`src/rtl/cnt_lsz_gen.sv`:
```
// cnt_lsz_gen: enabled up-counter used as the Sobol index generator.
// Supports wrap / saturate / one-shot end-of-count behaviour, synchronous
// clear and parallel load, and a least-significant-zero (LSZ) index that
// the Sobol stage uses to pick its direction vector every cycle.
//
// Control priority at each rising edge: rst > clear > load > enable > hold.
// Only cntOut and done are registered; lszOut, lszValid and tc are
// combinational, so they are valid in the same cycle as the count.
module cnt_lsz_gen #(
   parameter int CNTWD = 8,              // counter width, 2..32
   parameter int MODE  = 0,              // 0 = WRAP, 1 = SATURATE, 2 = ONESHOT
   parameter int LSZWD = $clog2(CNTWD)   // derived width of lszOut
) (
   input  logic             clk,
   input  logic             rst,
   input  logic             enable,
   input  logic             clear,
   input  logic             load,
   input  logic [CNTWD-1:0] loadVal,
   output logic [CNTWD-1:0] cntOut,
   output logic [LSZWD-1:0] lszOut,
   output logic             lszValid,
   output logic             tc,
   output logic             done
);

   localparam int MODE_WRAP    = 0;
   localparam int MODE_ONESHOT = 2;

   localparam logic [CNTWD-1:0] CNT_MAX = '1;
   localparam logic [CNTWD-1:0] CNT_ONE = CNTWD'(1);

   logic at_max;
   logic advance;

   assign at_max = (cntOut == CNT_MAX);

   // An enable only counts when nothing of higher priority is active and a
   // finished one-shot has not latched done (done stays 0 in other modes).
   assign advance = enable & ~rst & ~clear & ~load & ~done;

   // Terminal count: an accepted enable while sitting at MAX.
   assign tc = advance & at_max;

   // Count and done registers with the documented priority chain.
   always_ff @(posedge clk) begin
      if (rst) begin
         cntOut <= '0;
         done   <= 1'b0;
      end else if (clear) begin
         cntOut <= '0;
         done   <= 1'b0;
      end else if (load) begin
         // Loading MAX in one-shot mode deliberately leaves done clear; the
         // next enable is what finishes the shot.
         cntOut <= loadVal;
         done   <= 1'b0;
      end else if (enable && !done) begin
         if (!at_max) begin
            cntOut <= cntOut + CNT_ONE;
         end else if (MODE == MODE_WRAP) begin
            cntOut <= '0;
         end else if (MODE == MODE_ONESHOT) begin
            done   <= 1'b1;
         end
         // SATURATE at MAX: hold.
      end
   end

   // Priority encoder for the lowest zero bit. Scanning from the top down
   // lets the lowest zero overwrite any higher one. While rst is asserted the
   // outputs are forced to the reset-state values.
   always_comb begin
      lszOut   = '0;
      lszValid = 1'b1;
      if (!rst) begin
         lszValid = ~at_max;
         for (int i = CNTWD - 1; i >= 0; i--) begin
            if (!cntOut[i]) begin
               lszOut = LSZWD'(i);
            end
         end
      end
   end

endmodule

```
`config.mk`:
```
export PLATFORM = sky130hd
export DESIGN_NAME = cnt_lsz_gen
export DESIGN_NICKNAME = d
export VERILOG_FILES = /design/src/rtl/cnt_lsz_gen.sv
export SDC_FILE = /design/constraint.sdc
export NUM_CORES = 1
export LEC_CHECK = 0
export BUFFER_PORTS_ARGS = -buffer_cell sky130_fd_sc_hd__buf_2
export CAP_MARGIN = 10
export CORE_AREA = 2 2 39 41
export CTS_CLUSTER_SIZE = 30
export DETAILED_ROUTE_END_ITERATION = 6
export DIE_AREA = 0 0 41 43
export PLACE_DENSITY = 0.76
export SYNTH_ARGS = -nofsm -noshare
export SYNTH_HDL_FRONTEND = slang
export SYNTH_SLANG_ARGS = --single-unit
```
`constraint.sdc`:
```
create_clock -name clk -period 2.95 [get_ports clk]
set_input_delay 0.7375 -clock clk [delete_from_list [all_inputs] [get_ports clk]]
set_output_delay 0.7375 -clock clk [all_outputs]
set_load 0.005 [all_outputs]
```
==> reports/results.ini, run 1 <==
[global_route]
grt_most_used_layer = met2
grt_usage = 0.175
grt_pass1_vias = 540
grt_max_degree = 13
antenna_found_initial = 0
grt_use_met2 = 0.281
grt-ovfl-total = 0
met1_usage = 0.220
grtUsageMet3 = 0.0209
grt_pass1_wl_um = 2160

[timing]
layout_setup_ws_ns = 0.622
fin_tns_setup_ns = 0
timing.hold.ws_ns = 0.603
fin_crit_ns = 2.33
hold_viol_final = 0
fmax_mhz = 430
rsz0062_at_grt = false
period_share = 0.789
setup_violations = 0
skew_ns = 0.000361
maxSlewViolCount = 0

[cts]
post_cts_buffers = 0
cts_root_buffer = clkbuf_4
cts_sinks = 8
h-tree-depth = 1
hold_buffers = 0
clk_pin_slew_ns = 0.05
clk_latency_ns = 0.26
numCtsBuffers = 3
cts-resized-gates = 0
cts_max_path_buffers = 2
cts_tree = built

[critical_path]
rrSetupSlack_ns = 1.57
required_ns = 2.21
max_stage_delay_ns = 0.44
critPathMaxFanout = 7
worst_path_dominant_cell_family = simple AND/OR/NAND/NOR gates
slowest_stage = dfxtp_1
crit_path_cell_trace = ha_1 > nand3_1 > or3_1 > buf_2
cp-start-kind = register
critPathCaptureType = output pin
critical_path_class = register to output pin
cp.arrival_ns = 1.59
critPathBufInv = 1

[floorplanning]
die_y_um = 43
core_area_sq_um = 1380
num_rows = 14
die_w_um = 41
io_pins = 27
dieArea_sq_um = 1760
initial_core_util = 0.422

[logic_synthesis]
synthCells = 74
syn_area_sq_um = 584
yosysWarnings = 0
synth_nets = 88
ys_types = 33
ys_seq_area_frac = 0.274
synth-seq-cells = 8
syn_area_per_cell_sq_um = 7.90

[placement]
dpl.hpwl_um = 1080
place_ws_ns = 0.807
place_area_sq_um = 698
io_buffers = 25
routabilityCongestion = 0.728

[run]
max_cap_violations = 0

[power_and_ir_drop]
pwr-share-clk = 0.345
p_int_mw = 0.178
comb_power_share = 0.161
power.density_nw_per_um2 = 338
p_sw_frac = 0.269
p_leak_nw = 0.319
power.switching_mw = 0.0656
pwr-share-seq = 0.495
max-vdd-ir-drop_v = 0.000199

[finish]
reg_top3 = cntOut (8)
final_cell_mix = buf_2, nor2_1, dfxtp_1
seq_area_sq_um = 160
layout.cells.most_common = buf_2
largest-register = cntOut
layout-drive-gt1-share = 0.347
multiInputGateArea_sq_um = 385
layout.nets = 114
synthToLayoutAreaGrowth_pct = 23.3
fillCellCount = 151
largest_register_ff_count = 8
diodes = 0
final_area_sq_um = 721

[routing]
dr.pass1.iters = 4
vias_per_cell = 5.39
wl_per_cell_um = 12.0
wl_um = 1370
route.antenna.remaining_nets = 0
num_vias = 614
drt_iter0_drc = 12
route.detailed.drc = 0

[status]
status = finished, final reports clean

[worst_hold_path]
hold_class = register to register

-- area by class of cell --
cell class / count / area share
Timing Repair Buffer: 25 / 0.174
Sequential cell: 8 / 0.222
Tap cell: 16 / 0.0278
Multi-Input combinational cell: 60 / 0.535
Inverter: 2 / 0.0104
Clock buffer: 3 / 0.0313
-- metal layers --
| metal | vias up | wire (um) |
|---|---|---|
| met5 | - | 0 |
| met4 | 0 | 22 |
| met3 | 3 | 70 |
| met2 | 19 | 632 |
| met1 | 273 | 642 |
| li1 | 319 | - |
-- per-stage QoR --
stage,power (mW),instances,util
floorplan,0.147,74,-
detailed placement,0.162,111,0.505
global placement,0.161,111,0.505
finish,0.244,114,0.521
CTS,0.245,114,0.521
global route,0.255,114,0.521
-- synth_stat cells --
cell / instances / area share
a211oi_2: 1 / 0.021
a21boi_1: 1 / 0.013
a21o_1: 2 / 0.026
a21oi_1: 6 / 0.051
a311oi_1: 2 / 0.030
a31oi_1: 1 / 0.011
and4_1: 2 / 0.030
buf_2: 1 / 0.0086
buf_4: 2 / 0.026
buf_6: 1 / 0.019
conb_1: 1 / 0.0064
dfxtp_1: 8 / 0.27
ha_1: 1 / 0.021
inv_1: 1 / 0.0064
inv_2: 1 / 0.0064
mux2_2: 1 / 0.019
mux2i_1: 3 / 0.051
nand2_1: 5 / 0.032
nand2b_1: 2 / 0.021
nand3_1: 3 / 0.026
nand4_1: 1 / 0.011
nand4_2: 2 / 0.043
nor2_1: 9 / 0.058
nor4_1: 1 / 0.011
o211ai_1: 1 / 0.013
o21ai_0: 3 / 0.026
o21ai_1: 4 / 0.034
o21ai_2: 1 / 0.015
o22ai_1: 1 / 0.011
o31ai_1: 1 / 0.013
or2_1: 1 / 0.011
or3_1: 1 / 0.011
xnor2_1: 3 / 0.045
-- power groups by stage --
stage / sequential (mW) / clock (mW) / combinational [mW]
floorplan: 0.121 / 0 / 0.0253
global placement: 0.122 / 0 / 0.0386
CTS: 0.120 / 0.0857 / 0.0393
detailed placement: 0.123 / 0 / 0.0392
global route: 0.121 / 0.0890 / 0.0448
finish: 0.121 / 0.0840 / 0.0392
-- worst paths after layout --
check	from	endpoint	cells past startpoint
worst max-delay path	cntOut[0]	lszValid	4
worst min-delay path	cntOut[7]	cntOut[7]	2
worst max register to register	cntOut[0]	cntOut[5]	5
worst min register to register	cntOut[7]	cntOut[7]	2
-- tightest hold or removal path, stage by stage (launching register included) --
cell and delay (ns):
dfxtp_1 0.35, a21oi_1 0.14, a21oi_1 0.07
-- kinds of logic after synthesis --
| family | after synthesis | share of synthesized area |
|---|---|---|
| compound gates | 24 | 0.263 |
| xor+xnor | 3 | 0.0450 |
| fa+ha+maj | 1 | 0.0214 |
| buf+inv | 6 | 0.0664 |
| flops | 8 | 0.274 |
| mux | 4 | 0.0707 |
| other cells | 1 | 0.00642 |
| simple gates | 27 | 0.253 |
(Power assumes the default switching activity.)
==> run 2, diff against run 1 <==
Settings changed: CORE_AREA 2 2 39 41 to not set, CORE_UTILIZATION set to 44, DIE_AREA 0 0 41 43 to not set.
Clock period 2.95 ns to 2.3 ns, I/O delays scaled along.
==> reports/results.ini, run 2 (synthesis results as in run 1) <==
[floorplanning]
num_rows = 12  ; -2
initial_core_util = 0.499  ; +0.0767
core_area_sq_um = 1170  ; -15%
die_y_um = 38.4  ; -11%
die_w_um = 38.4  ; -6.2%
dieArea_sq_um = 1480  ; -16%
io_pins = 27  ; unchanged

[critical_path]
critPathCaptureType = output pin
critical_path_class = register to output pin
max_stage_delay_ns = 0.44  ; about the same
reg2regPathDepth = 5  ; unchanged
required_ns = 1.73  ; -0.48 ns
crit_path_cell_trace = ha_1 > nand3_1 > or3_1 > buf_2
path_depth = 4  ; unchanged
critPathMaxFanout = 7  ; unchanged
slowest_stage = dfxtp_1
cp.arrival_ns = 1.57  ; -0.02 ns
worst_path_dominant_cell_family = simple AND/OR/NAND/NOR gates
critPathBufInv = 1  ; unchanged
cp-start-kind = register

[routing]
drt_iter0_drc = 18  ; +6
dr.pass1.iters = 5  ; +1
wl_um = 1490  ; +9.2%
num_vias = 641  ; +4.4%
wl_per_cell_um = 13.3  ; +11%
vias_per_cell = 5.72  ; +6.3%
route.detailed.drc = 0  ; unchanged
route.antenna.remaining_nets = 0  ; unchanged

[cts]
cts_sinks = 8  ; unchanged
cts-resized-gates = 0  ; unchanged
cts_tree = built
hold_buffers = 0  ; unchanged
clk_pin_slew_ns = 0.06  ; about the same
numCtsBuffers = 3  ; unchanged
h-tree-depth = 1  ; unchanged
cts_root_buffer = clkbuf_4
post_cts_buffers = 0  ; unchanged
clk_latency_ns = 0.26  ; about the same
cts_max_path_buffers = 2  ; unchanged

[run]
max_cap_violations = 0  ; unchanged

[power_and_ir_drop]
comb_power_share = 0.160  ; about the same
power.switching_mw = 0.0905  ; +38%
pwr-share-clk = 0.355  ; +0.010
max-vdd-ir-drop_v = 0.000256  ; +28%
p_leak_nw = 0.319  ; unchanged
p_sw_frac = 0.284  ; +0.0145
power.density_nw_per_um2 = 444  ; +31%
p_int_mw = 0.229  ; +28%
pwr-share-seq = 0.484  ; -0.011

[finish]
layout-drive-gt1-share = 0.347  ; unchanged
layout.cells.most_common = buf_2
reg_top3 = cntOut (8)
largest-register = cntOut
diodes = 0  ; unchanged
layout.nets = 114  ; unchanged
largest_register_ff_count = 8  ; unchanged
synthToLayoutAreaGrowth_pct = 22.9
final_cell_mix = buf_2, nor2_1, dfxtp_1

[worst_hold_path]
hold_class = input pin to register
hold_depth = 3  ; +1

[timing]
period_share = 0.933
setup_violations = 0  ; unchanged
fmax_mhz = 466
skew_ns = 0.00395  ; +0.00359 ns
fin_crit_ns = 2.15
layout_setup_ws_ns = 0.154  ; -0.468 ns
hold_viol_final = 0  ; unchanged
rsz0062_at_grt = false
maxSlewViolCount = 0  ; unchanged
fin_tns_setup_ns = 0  ; unchanged

[placement]
routabilityCongestion = 0.927  ; +27%
dpl.hpwl_um = 1090  ; +0.94%
io_buffers = 25  ; unchanged
place_ws_ns = 0.387  ; -0.420 ns

[global_route]
grt_usage = 0.246  ; +0.0707
grt-ovfl-total = 0  ; unchanged
grt_pass1_vias = 550  ; +1.9%
antenna_found_initial = 0  ; unchanged
grt_pass1_wl_um = 2430  ; +12%
grt_max_degree = 13  ; unchanged

[status]
status = finished, final reports clean

-- run 2: final cells by class --
class / instances / area (sq um)
Tap cell: 14 / 17.5
Clock buffer: 3 / 22.5
Inverter: 2 / 7.51
Fill cell: 115 / 453
Sequential cell: 8 / 160
Multi-Input combinational cell: 60 / 385
Timing Repair Buffer: 25 / 125
-- run 2: stage by stage --
step                      power, mW  area, sq um  hold slack (ns)  instances   util
after global routing          0.335          718            0.548        112  0.613
after floorplan               0.188          584            0.589         74      -
after global placement        0.207          696            0.600        109  0.594
after CTS                     0.317          718            0.545        112  0.613
final                         0.319          718            0.540        112  0.613
after detailed placement      0.208          696            0.610        109  0.594
-- run 2: metal layers --
metal  global-route usage  wire, um
met1                0.326       694
met2                0.352       663
met3               0.0756       126
met4                0.129        10
met5                    0         0
-- run 2: path summary, 6_finish.rpt --
| check | from | to | slack [ns] |
|---|---|---|---|
| setup / recovery | cntOut[0] | lszValid | 0.15 |
| hold / removal | loadVal[3] | cntOut[3] | 0.54 |
| setup reg to reg | cntOut[0] | cntOut[0] | 0.89 |
| hold reg to reg | cntOut[7] | cntOut[7] | 0.61 |
-- run 2: worst min-delay path, delay by kind of cell --
| family | cells | cell delay (ns) |
|---|---|---|
| buffers and inverters | 1 | 0.08 |
| and+or+nand+nor | 1 | 0.06 |
| AOI/OAI and AO/OA | 1 | 0.06 |
-- run 2: power groups by stage --
| stage | sequential [mW] | combinational, mW | clock, mW |
|---|---|---|---|
| 3_3_place_gp | 0.157 | 0.0504 | 0 |
| 2_1_floorplan | 0.156 | 0.0324 | 0 |
| 6_report | 0.155 | 0.0511 | 0.113 |
| 5_1_grt | 0.156 | 0.0570 | 0.122 |
| 4_1_cts | 0.154 | 0.0509 | 0.112 |
| 3_5_place_dp | 0.158 | 0.0507 | 0 |
==> run 3, diff against run 2 <==
Settings changed: ABC_AREA set to 1, CORE_UTILIZATION 44 to 45, HOLD_SLACK_MARGIN set to 0.08.
==> reports/results.ini, run 3 <==
[status]
status = finished, final reports clean

[cts]
clk_pin_slew_ns = 0.06  ; about the same
numCtsBuffers = 3  ; unchanged
cts_max_path_buffers = 2  ; unchanged
cts_tree = built
post_cts_buffers = 0  ; unchanged
h-tree-depth = 1  ; unchanged
cts_root_buffer = clkbuf_4
cts_sinks = 8  ; unchanged
hold_buffers = 0  ; unchanged
cts-resized-gates = 0  ; unchanged
clk_latency_ns = 0.27  ; about the same

[floorplanning]
io_pins = 27  ; unchanged
core_area_sq_um = 1190  ; +1.3%
die_y_um = 39.1  ; +1.6%
dieArea_sq_um = 1530  ; +3.3%
num_rows = 12  ; unchanged
die_w_um = 39.1  ; +1.6%
initial_core_util = 0.521  ; +0.0222

[timing]
hold_viol_final = 0  ; unchanged
fin_crit_ns = 2.04  ; -0.110 ns
fmax_mhz = 491  ; +5.4%
setup_violations = 0  ; unchanged
maxSlewViolCount = 0  ; unchanged
layout_setup_ws_ns = 0.263  ; +0.110 ns
period_share = 0.886  ; -0.0476
skew_ns = 0.00446  ; +0.000506 ns
rsz0062_at_grt = false
timing.hold.ws_ns = 0.573  ; +0.0334 ns
fin_tns_setup_ns = 0  ; unchanged

[logic_synthesis]
syn_area_sq_um = 618  ; +5.8%
ys_seq_area_frac = 0.259  ; -0.0150
ys_types = 27  ; -18%
syn_area_per_cell_sq_um = 6.18  ; -22%
synthTopCellsByCount = nand2_1, inv_1, nor2_1, a21oi_1, dfxtp_1
synth_edf_count = 0  ; unchanged
synth_area_leaders = dfxtp_1, nand2_1, inv_1
synth_most_common_cell = nand2_1
synth-seq-cells = 8  ; unchanged
async_flop_share = 0  ; unchanged
synthCells = 100  ; +35%
synthDominantCellAreaShare = 0.259  ; -0.0150
netlist.top_cell.by_area = dfxtp_1
synth_nets = 114  ; +30%
synthFlopType = dfxtp_1
yosysWarnings = 0  ; unchanged

[placement]
io_buffers = 25  ; unchanged
place_ws_ns = 0.394  ; +0.00637 ns
routabilityCongestion = 0.975  ; +5.2%
place_area_sq_um = 757  ; +8.8%
dpl.hpwl_um = 1250  ; +15%

[worst_hold_path]
hold_class = input pin to register

[routing]
wl_um = 1630  ; +8.8%
route.antenna.remaining_nets = 0  ; unchanged
route.detailed.drc = 0  ; unchanged
num_vias = 762  ; +19%
drt_iter0_drc = 58  ; +40
wl_per_cell_um = 11.4  ; -14%
dr.pass1.iters = 4  ; -1
vias_per_cell = 5.37  ; -6.2%

[global_route]
met1_usage = 0.346  ; +0.0198
grt_pass1_wl_um = 2480  ; +2.0%
grt_max_degree = 9  ; -4
antenna_found_initial = 0  ; unchanged
grt_use_met2 = 0.333  ; -0.0184
grt_usage = 0.249  ; +0.00364
grt-ovfl-total = 0  ; unchanged
grt_pass1_vias = 586  ; +6.5%
grtUsageMet3 = 0.0694  ; -0.00622
grt_most_used_layer = met1

[power_and_ir_drop]
p_leak_nw = 0.417  ; +31%
max-vdd-ir-drop_v = 0.000375  ; +46%
power.density_nw_per_um2 = 417  ; -6.1%

[critical_path]
critPathCaptureType = output pin
critPathMaxFanout = 4  ; -3
required_ns = 1.73  ; about the same
critical_path_class = register to output pin
cp.arrival_ns = 1.46  ; -0.11 ns
cp-start-kind = register

[finish]
final_util = 0.657  ; +0.0439
layout.cells.most_common = buf_2
synthToLayoutAreaGrowth_pct = 26.1
largest-register = cntOut
final_cell_mix = buf_2, nand2_1, inv_1
diodes = 0  ; unchanged
largest_register_ff_count = 8  ; unchanged
layout-drive-gt1-share = 0.289  ; -0.0579
fillCellCount = 109  ; -5.2%
layout.nets = 144  ; +26%
final_area_sq_um = 779  ; +8.5%
reg_top3 = cntOut (8)
multiInputGateArea_sq_um = 375  ; -2.6%
seq_area_sq_um = 160  ; unchanged

[run]
max_cap_violations = 0  ; unchanged

-- run 3: final cells by class --
class                      count  share of cell area
multi-input combinational     73               0.482
sequential                     8               0.205
timing repair buffer          27               0.180
inverter                      17              0.0819
clock buffer                   3              0.0289
tap                           14              0.0225
-- run 3: path summary, 6_finish.rpt --
kind                  start         to  slack, ns  depth (start not counted)
hold reg to reg   cntOut[6]  cntOut[6]       0.61                          3
setup / recovery  cntOut[0]         tc       0.26                          6
setup reg to reg  cntOut[0]  cntOut[3]       1.04                          6
hold / removal        clear  cntOut[1]       0.57                          4
-- run 3: worst max-delay path, cell delays in order (launching register included) --
cell and delay (ns):
dfxtp_1 0.35, ha_1 0.21, inv_1 0.08, nor2_4 0.15, nand2_1 0.11, nor3_1 0.15
buf_2 0.14
-- run 3: per-stage QoR --
stage	std cells	total power, mW
after global routing	142	0.339
final	142	0.325
after CTS	142	0.322
after floorplan	100	0.189
after global placement	139	0.212
after detailed placement	139	0.212
-- run 3: power by group --
part	switching, mW	leakage [nW]	internal (mW)
combinational	0.0320	0.338	0.0253
sequential	0.00842	0.0654	0.144
clock	0.0551	0.0138	0.0602
-- run 3: per-layer routing --
metal	routed length, um	share of wire
met1	777	0.48
met2	671	0.41
met3	139	0.086
met4	37	0.023
met5	0	0
-- run 3: kinds of logic after synthesis --
| kind of cell | count (synthesis) | synth area share |
|---|---|---|
| other | 1 | 0.00607 |
| adder cells (fa/ha/maj) | 1 | 0.0202 |
| AO/OA/AOI/OAI | 19 | 0.182 |
| XOR/XNOR | 1 | 0.0142 |
| AND/OR/NAND/NOR | 51 | 0.385 |
| flip-flops | 8 | 0.259 |
| buffers and inverters | 19 | 0.134 |
